<file path="src/rtl/enc_pkg.sv">
// Shared types and constants for the RV32I instruction encoder.
// Holds the format/state enums, the canonical NOP and the base opcodes.
package enc_pkg;

  typedef enum logic [2:0] {
    FMT_R = 3'd0,
    FMT_I = 3'd1,
    FMT_S = 3'd2,
    FMT_B = 3'd3,
    FMT_U = 3'd4,
    FMT_J = 3'd5
  } fmt_e;

  typedef enum logic [1:0] {
    ST_IDLE = 2'd0,
    ST_RUN  = 2'd1,
    ST_FULL = 2'd2
  } state_e;

  localparam logic [6:0] OP_R      = 7'b0110011;
  localparam logic [6:0] OP_LOAD   = 7'b0000011;
  localparam logic [6:0] OP_STORE  = 7'b0100011;
  localparam logic [6:0] OP_BRANCH = 7'b1100011;
  localparam logic [6:0] OP_JAL    = 7'b1101111;
  localparam logic [6:0] OP_IMM    = 7'b0010011;
  localparam logic [6:0] OP_LUI    = 7'b0110111;
  localparam logic [6:0] OP_AUIPC  = 7'b0010111;

  localparam logic [31:0] NOP = 32'h00000013;

endpackage

</file>
<file path="src/rtl/instr_pack.sv">
// Combinational field-to-word packer for the RV32I base formats.
// Immediate range checking is compiled in only when ENC_CHECK_EN is defined.
module instr_pack
  import enc_pkg::*;
(
  input  logic [2:0]  fmt,
  input  logic [6:0]  opcode,
  input  logic [4:0]  rd,
  input  logic [4:0]  rs1,
  input  logic [4:0]  rs2,
  input  logic [2:0]  funct3,
  input  logic [6:0]  funct7,
  input  logic [31:0] imm,
  output logic [31:0] instr,
  output logic        err
);

  always_comb begin
    instr = NOP;
    case (fmt)
      FMT_R: instr = {funct7, rs2, rs1, funct3, rd, opcode};
      FMT_I: instr = {imm[11:0], rs1, funct3, rd, opcode};
      FMT_S: instr = {imm[11:5], rs2, rs1, funct3, imm[4:0], opcode};
      FMT_B: instr = {imm[12], imm[10:5], rs2, rs1, funct3, imm[4:1], imm[11], opcode};
      FMT_U: instr = {imm[31:12], rd, opcode};
      FMT_J: instr = {imm[20], imm[10:1], imm[11], imm[19:12], rd, opcode};
      default: instr = NOP;
    endcase
  end

`ifdef ENC_CHECK_EN
  logic sext12, sext13, sext21;

  // An immediate fits N bits when every bit above N-1 copies bit N-1.
  assign sext12 = (imm[31:11] == {21{imm[11]}});
  assign sext13 = (imm[31:12] == {20{imm[12]}});
  assign sext21 = (imm[31:20] == {12{imm[20]}});

  always_comb begin
    err = 1'b0;
    case (fmt)
      FMT_R:        err = 1'b0;
      FMT_I, FMT_S: err = !sext12;
      FMT_B:        err = !sext13 || imm[0];
      FMT_U:        err = (imm[11:0] != 12'd0);
      FMT_J:        err = !sext21 || imm[0];
      default:      err = 1'b1;
    endcase
  end
`else
  assign err = 1'b0;
`endif

endmodule

</file>
<file path="src/rtl/instr_encoder.sv">
// Sequential RV32I encoder: accepts field bundles, emits packed words with
// sequential imem addresses. Optional range check via ENC_CHECK_EN.
module instr_encoder
  import enc_pkg::*;
#(
  parameter int ADDR_W = 10,
  parameter int DEPTH  = 1024
) (
  input  logic              clk,
  input  logic              rst,
  input  logic              cfg_load,
  input  logic [ADDR_W-1:0] cfg_base,
  input  logic              in_valid,
  output logic              in_ready,
  input  logic [2:0]        in_fmt,
  input  logic [6:0]        in_opcode,
  input  logic [4:0]        in_rd,
  input  logic [4:0]        in_rs1,
  input  logic [4:0]        in_rs2,
  input  logic [2:0]        in_funct3,
  input  logic [6:0]        in_funct7,
  input  logic [31:0]       in_imm,
  output logic              out_valid,
  input  logic              out_ready,
  output logic [31:0]       out_instr,
  output logic [ADDR_W-1:0] out_addr,
  output logic              full,
  output logic              err
);

  localparam logic [ADDR_W:0] DEPTH_C = (ADDR_W+1)'(DEPTH);

  state_e            state, state_nxt;
  logic [ADDR_W-1:0] addr;
  logic [ADDR_W:0]   count;
  logic              accept;
  logic [31:0]       pack_instr;
  logic              pack_err;

  instr_pack u_pack (
    .fmt    (in_fmt),
    .opcode (in_opcode),
    .rd     (in_rd),
    .rs1    (in_rs1),
    .rs2    (in_rs2),
    .funct3 (in_funct3),
    .funct7 (in_funct7),
    .imm    (in_imm),
    .instr  (pack_instr),
    .err    (pack_err)
  );

  always_ff @(posedge clk) begin
    if (rst) state <= ST_IDLE;
    else     state <= state_nxt;
  end

  // cfg_load wins from any state; the accept that fills the last slot moves to FULL.
  always_comb begin
    state_nxt = state;
    if (cfg_load)
      state_nxt = ST_RUN;
    else if (state == ST_RUN && accept && (count + 1'b1) == DEPTH_C)
      state_nxt = ST_FULL;
  end

  always_comb begin
    in_ready = (state == ST_RUN) && !cfg_load && (!out_valid || out_ready);
    full     = (state == ST_FULL);
    accept   = in_valid && in_ready;
  end

  // A pending word survives cfg_load; only reset discards it.
  always_ff @(posedge clk) begin
    if (rst) begin
      addr      <= '0;
      count     <= '0;
      out_valid <= 1'b0;
      out_instr <= '0;
      out_addr  <= '0;
      err       <= 1'b0;
    end else begin
      if (cfg_load) begin
        addr  <= cfg_base;
        count <= '0;
      end else if (accept) begin
        addr  <= addr + 1'b1;
        count <= count + 1'b1;
      end
      if (accept) begin
        out_valid <= 1'b1;
        out_instr <= pack_instr;
        out_addr  <= addr;
        err       <= pack_err;
      end else if (out_ready) begin
        out_valid <= 1'b0;
      end
    end
  end

endmodule
</file>
<file path="config.mk">
export PLATFORM = sky130hd
export DESIGN_NAME = instr_encoder
export DESIGN_NICKNAME = d
export VERILOG_FILES = /design/src/rtl/enc_pkg.sv /design/src/rtl/instr_pack.sv /design/src/rtl/instr_encoder.sv
export SDC_FILE = /design/constraint.sdc
export NUM_CORES = 1
export LEC_CHECK = 0
export ABC_AREA = 1
export CORE_MARGIN = 10
export CORE_UTILIZATION = 43
export CTS_BUF_LIST = sky130_fd_sc_hd__clkbuf_16
export DETAILED_ROUTE_END_ITERATION = 8
export PLACE_DENSITY = 0.79
export SYNTH_ARGS = -nofsm -noshare
export SYNTH_HDL_FRONTEND = slang
export SYNTH_SLANG_ARGS = --single-unit
export TNS_END_PERCENT = 20
</file>
<file path="constraint.sdc">
create_clock -name clk -period 3.7 [get_ports clk]
set_input_delay 0.74 -clock clk [delete_from_list [all_inputs] [get_ports clk]]
set_output_delay 0.74 -clock clk [all_outputs]
set_load 0.01 [all_outputs]
</file>
; Word-level counts from Yosys, hierarchy flattened
; Index checks and enable logic that the tools add are counted.
[totals]
reg_bits = 66
input_bits = 82
out_inout_bits = 46
elab_cells = 37
[op_classes]
n_addsub = 2
n_eq_ne = 8
muxes = 7
reduce_logical = 13
[op_table]
columns = operator, n
row1 = $pmux W32 S6, 1
row2 = $mux W10, 2
row3 = $add A11 B1 Y11 const B, 1
row4 = $eq A11 B11 Y1 const B, 1
row5 = $add A10 B1 Y10 const B, 1
row6 = $eq A3 B2 Y1 const B, 2
row7 = $eq A3 B3 Y1 const B, 2
row8 = $reduce_bool A2 Y1, 3
row9 = $logic_and A1 B1 Y1, 5
row10 = $mux W1, 4
row11 = $eq A3 B1 Y1 const B, 1
row12 = $logic_not A3 Y1, 1
row13 = $eq A2 B1 Y1 const B, 1
row14 = $eq A2 B2 Y1 const B, 1
row15 = $logic_not A1 Y1, 2
row16 = $reduce_or A2 Y1, 1
row17 = $logic_or A1 B1 Y1, 1

; Depth between registers and ports, before layout
[logic_depth]
word_depth = 8
ltp_mapped = 11
ltp_nobuf = 11

; Cells and area by module
; From an unflattened synthesis, not the netlist that was laid out.
[unflattened]
cells_unflattened = 515
area_unflattened_um2 = 3460.8
[by_module_without_submodules]
columns = module, instances, cells_each, area_each_um2, seq_area_each_um2
row1 = instr_encoder, 1, 387, 2872.8, 1341.3
row2 = instr_pack, 1, 128, 588.1, 0.0

; Worst setup path before layout
; Ideal clock, no wire load.
[synth_path]
path_kind = input to register
start = input cfg_load
end = register addr[7]
setup_ns = 0.128
arrival_ns = 1.635
required_ns = 3.572
path_slack_ns = 1.937
stages = 10
n_path_buf = 2
cell_sequence = inv_2 -> nand3_2 -> nor2_4 -> nand2_2 -> inv_2 -> buf_6 -> buf_6 -> nand3_1 -> a22oi_1 -> nor2_1
[synth_between]
elab_chain_cells = 5
elab_cells_between_ends = 6
classes_between = mux (1) / reduce/logical (5)
[synth_lines]
columns = element, line
row1 = "start, declared", instr_encoder.sv:11  ; input logic cfg_load,
row2 = $logic_not A1 Y1, instr_encoder.sv:68  ; in_ready = (state == ST_RUN) && !cfg_load && (!out_valid || out_ready);
row3 = $logic_and A1 B1 Y1 (2 in series), instr_encoder.sv:68
row4 = named net in_ready, instr_encoder.sv:14  ; output logic in_ready,
row5 = $logic_and A1 B1 Y1, instr_encoder.sv:70  ; accept = in_valid && in_ready;
row6 = $reduce_bool A2 Y1 (no line), -
row7 = "end signal, assigned", instr_encoder.sv:84  ; addr <= cfg_base;
row8 = "end signal, assigned", instr_encoder.sv:87  ; addr <= addr + 1'b1;
row9 = "end, declared", instr_encoder.sv:34  ; logic [ADDR_W-1:0] addr;
; The timed path passes the listed nets, and every way through them passes these cells.
; A chain may end at the register's enable or synchronous reset.

; Worst setup path after layout
[layout_path]
start = input cfg_load
end = output in_ready
[layout_between]
elab_chain_cells = 3
[layout_lines]
columns = element, line
row1 = $logic_not A1 Y1, instr_encoder.sv:68
row2 = $logic_and A1 B1 Y1 (2 in series), instr_encoder.sv:68
row3 = "end, declared", instr_encoder.sv:14
; No other way between the ends.

==> impl_metrics.yaml <==
run_status:
  outcome: "finished clean"
setup_path:
  crit_required_ns: 2.96
  cp_cell_sequence: "clkdlybuf4s50_1 > inv_2 > nand3_2 > nor2_4 > clkdlybuf4s50_1"
  crit_path_frequent_cell: "clkdlybuf4s50_1"
  crit_arrival_ns: 2.04
  start_kind: "input port"
  crit_type: "in2out"
  max_stage_delay_ns: 0.55
  slowest_stage: "clkdlybuf4s50_1"
  critPathMaxFanout: 4
  endpoint_kind: "output port"
drt:
  ant_nets: 0
  drt_drc_violations_left: 0
  viasPerCell: 5.019
  wl_met2_mm: 5.200
  highest_layer: "met4"
  drt_iter0_drc: 193
  drt_first_pass_iters: 5
  vias: 3473
  routedLengthMet1_mm: 4.166
  drt-total-wl_mm: 10.43
  wl_per_cell_um: 15.08
  wl_met3_um: 915
finish:
  drive_above_1_share_pct: 4.722
  finalInstanceArea_um2: 4807
  nNetsFinal: 673
  fillers: 652
  final_cells: 692
  n_antenna_cell: 0
  areaGrowthSynthToFinish_pct: 49.15
cts:
  root_buffer: "clkbuf_16"
  cts_buffer_depth: 2
  cts.clk_slew.worst_paths_ns: 0.05
  insertion_delay_ns: 0.32
  cts_inserted_buffers: 9
  cts.sinks: 66
  cts_setup_buffers: 0
  postCtsHoldBufs: 0
  cts_tree: "done"
  htree_levels: 3
  cts_resized: 0
pwr:
  power_density_nw_per_um2: 373.5
  peakVddDrop_v: 0.0002179
  total_power_mw: 1.796
  leakagePower_nw: 1.894
floorplan:
  dieWidth_um: 106.6
  fp-row-count: 31
  initial_utilization_pct: 44.44
  dieArea_um2: 11360
  num_io_pins: 128
  die_height_um: 106.6
  core_region_area_um2: 7253
sta:
  fmax_mhz: 359.7
  tns_ns: 0
  tightest_slew_ns: 0.6233
  hold_violations: 0
  setup_violations: 0
  rsz0062_at_grt: "no"
  slew_headroom_pct: 58.29
  fin_crit_sh_pct: 75.13
  drv_slew: 0
  min_period_ns: 2.780
  holdWs_ns: 0.4597
  finClkSkew_ns: 0.002951
synthesis:
  yosysTopAreaCellShare_pct: 40.99
  avgSynthCellArea_um2: 6.872
  yosys_warnings: 0
  synth_top_area_cell: "dfxtp_1"
  synth_most_common_cell: "nand2_1"
  synth_common_cells: "nand2_1 (154), dfxtp_1 (66), a21oi_1 (43), inv_1 (39), nor2_1 (32)"
  yosysSeqAreaShare_pct: 40.99
  synth_cell_types: 33
  syn-cell-area_um2: 3223
  ys.flop_type: "dfxtp_1"
  synth_enable_flop_cells: 0
  synthTopCellsByArea: "dfxtp_1 (41%), nand2_1 (18%), a21oi_1 (6.7%)"
  synthArstFlopShare_pct: 0
  synth-seq-cells: 66
  synth_cells: 469
  syn-num-nets: 553
placement:
  io_buffers: 126
  dp_hpwl_mm: 8.176
  place_inst: 677
  placed_area_um2: 4531
  gp_routability_congestion: 0.8807
global_route:
  grt_antenna_before_repair: 0
  grt-ovfl-total: 0
  track_usage_pct: 17.78
  grt_max_degree: 41
  grt_pass1_wl_mm: 16.49
  grt_pass1_vias: 3417
job:
  max_cap_violations: 0
min_path:
  hp-class: "reg2reg"
[per-stage QoR]
stage | setup WS [ns] | util (%)
final | 0.9203 | 66.28
after floorplan | 1.937 | -
after global placement | 0.9419 | 62.46
after detailed placement | 0.9074 | 62.46
after global routing | 0.8359 | 66.28
after CTS | 0.9053 | 66.28
[critical path: cells and delay by family]
family        cells  cell delay, ns
simple gates      2            0.19
buf+inv           3            1.10
[power by group]
group,internal (mW),total [mW],switching (mW)
clock,0.507,0.792,0.285
combinational,0.139,0.251,0.112
sequential,0.735,0.752,0.0172
total,1.38,1.80,0.414
[final timing paths]
check | slack (ns) | endpoint | start | cells past startpoint
max | 0.92 | in_ready | cfg_load | 5
max reg2reg | 1.99 | addr[9] | state[1] | 11
min | 0.46 | out_instr[29] | out_instr[29] | 2
min reg2reg | 0.46 | out_instr[29] | out_instr[29] | 2
[cells by family after synthesis]
group / Yosys count / synth area share (%)
adders and majority gates: 2 / 0.7763
and+or+nand+nor: 229 / 29.58
xor gates and xnor gates: 3 / 0.8154
DFF: 66 / 40.99
other: 1 / 0.1163
AOI/OAI and AO/OA: 103 / 18.91
buffers and inverters: 65 / 8.812
[layer usage]
| metal | track usage, % | up-vias |
|---|---|---|
| met5 | 0 | - |
| met4 | 5.706 | 0 |
| met3 | 8.743 | 11 |
| met2 | 30.60 | 118 |
| met1 | 18.63 | 1553 |
| li1 | - | 1791 |
[area by class of cell]
| class | instances | area [um^2] | share of cell area (%) |
|---|---|---|---|
| Clock inverter | 6 | 51.30 | 1.067 |
| Multi-Input combinational cell | 338 | 1618 | 33.65 |
| Inverter | 41 | 153.9 | 3.201 |
| Tap cell | 99 | 123.9 | 2.577 |
| Timing Repair Buffer | 133 | 1314 | 27.33 |
| Sequential cell | 66 | 1321 | 27.49 |
| Clock buffer | 9 | 225.2 | 4.685 |
[flip-flops by register name, indices dropped and copies added (netlist names)]
register,count
out_instr,32
state,2
addr,10
out_addr,10
count,11
out_valid,1
[cells in the final DEF, fill, tap and decap left out, types with 4 or more instances in the layout]
cell type / instances
a211oi_1: 4
a21oi_1: 43
a22o_1: 8
a31oi_1: 5
buf_4: 7
clkbuf_16: 9
clkdlybuf4s50_1: 126
dfxtp_1: 66
inv_1: 41
nand2_1: 154
nand3_1: 22
nand4_1: 10
nor2_1: 32
o211ai_1: 5
o21ai_0: 26
Note: power is estimated with default switching activity, not from simulation.
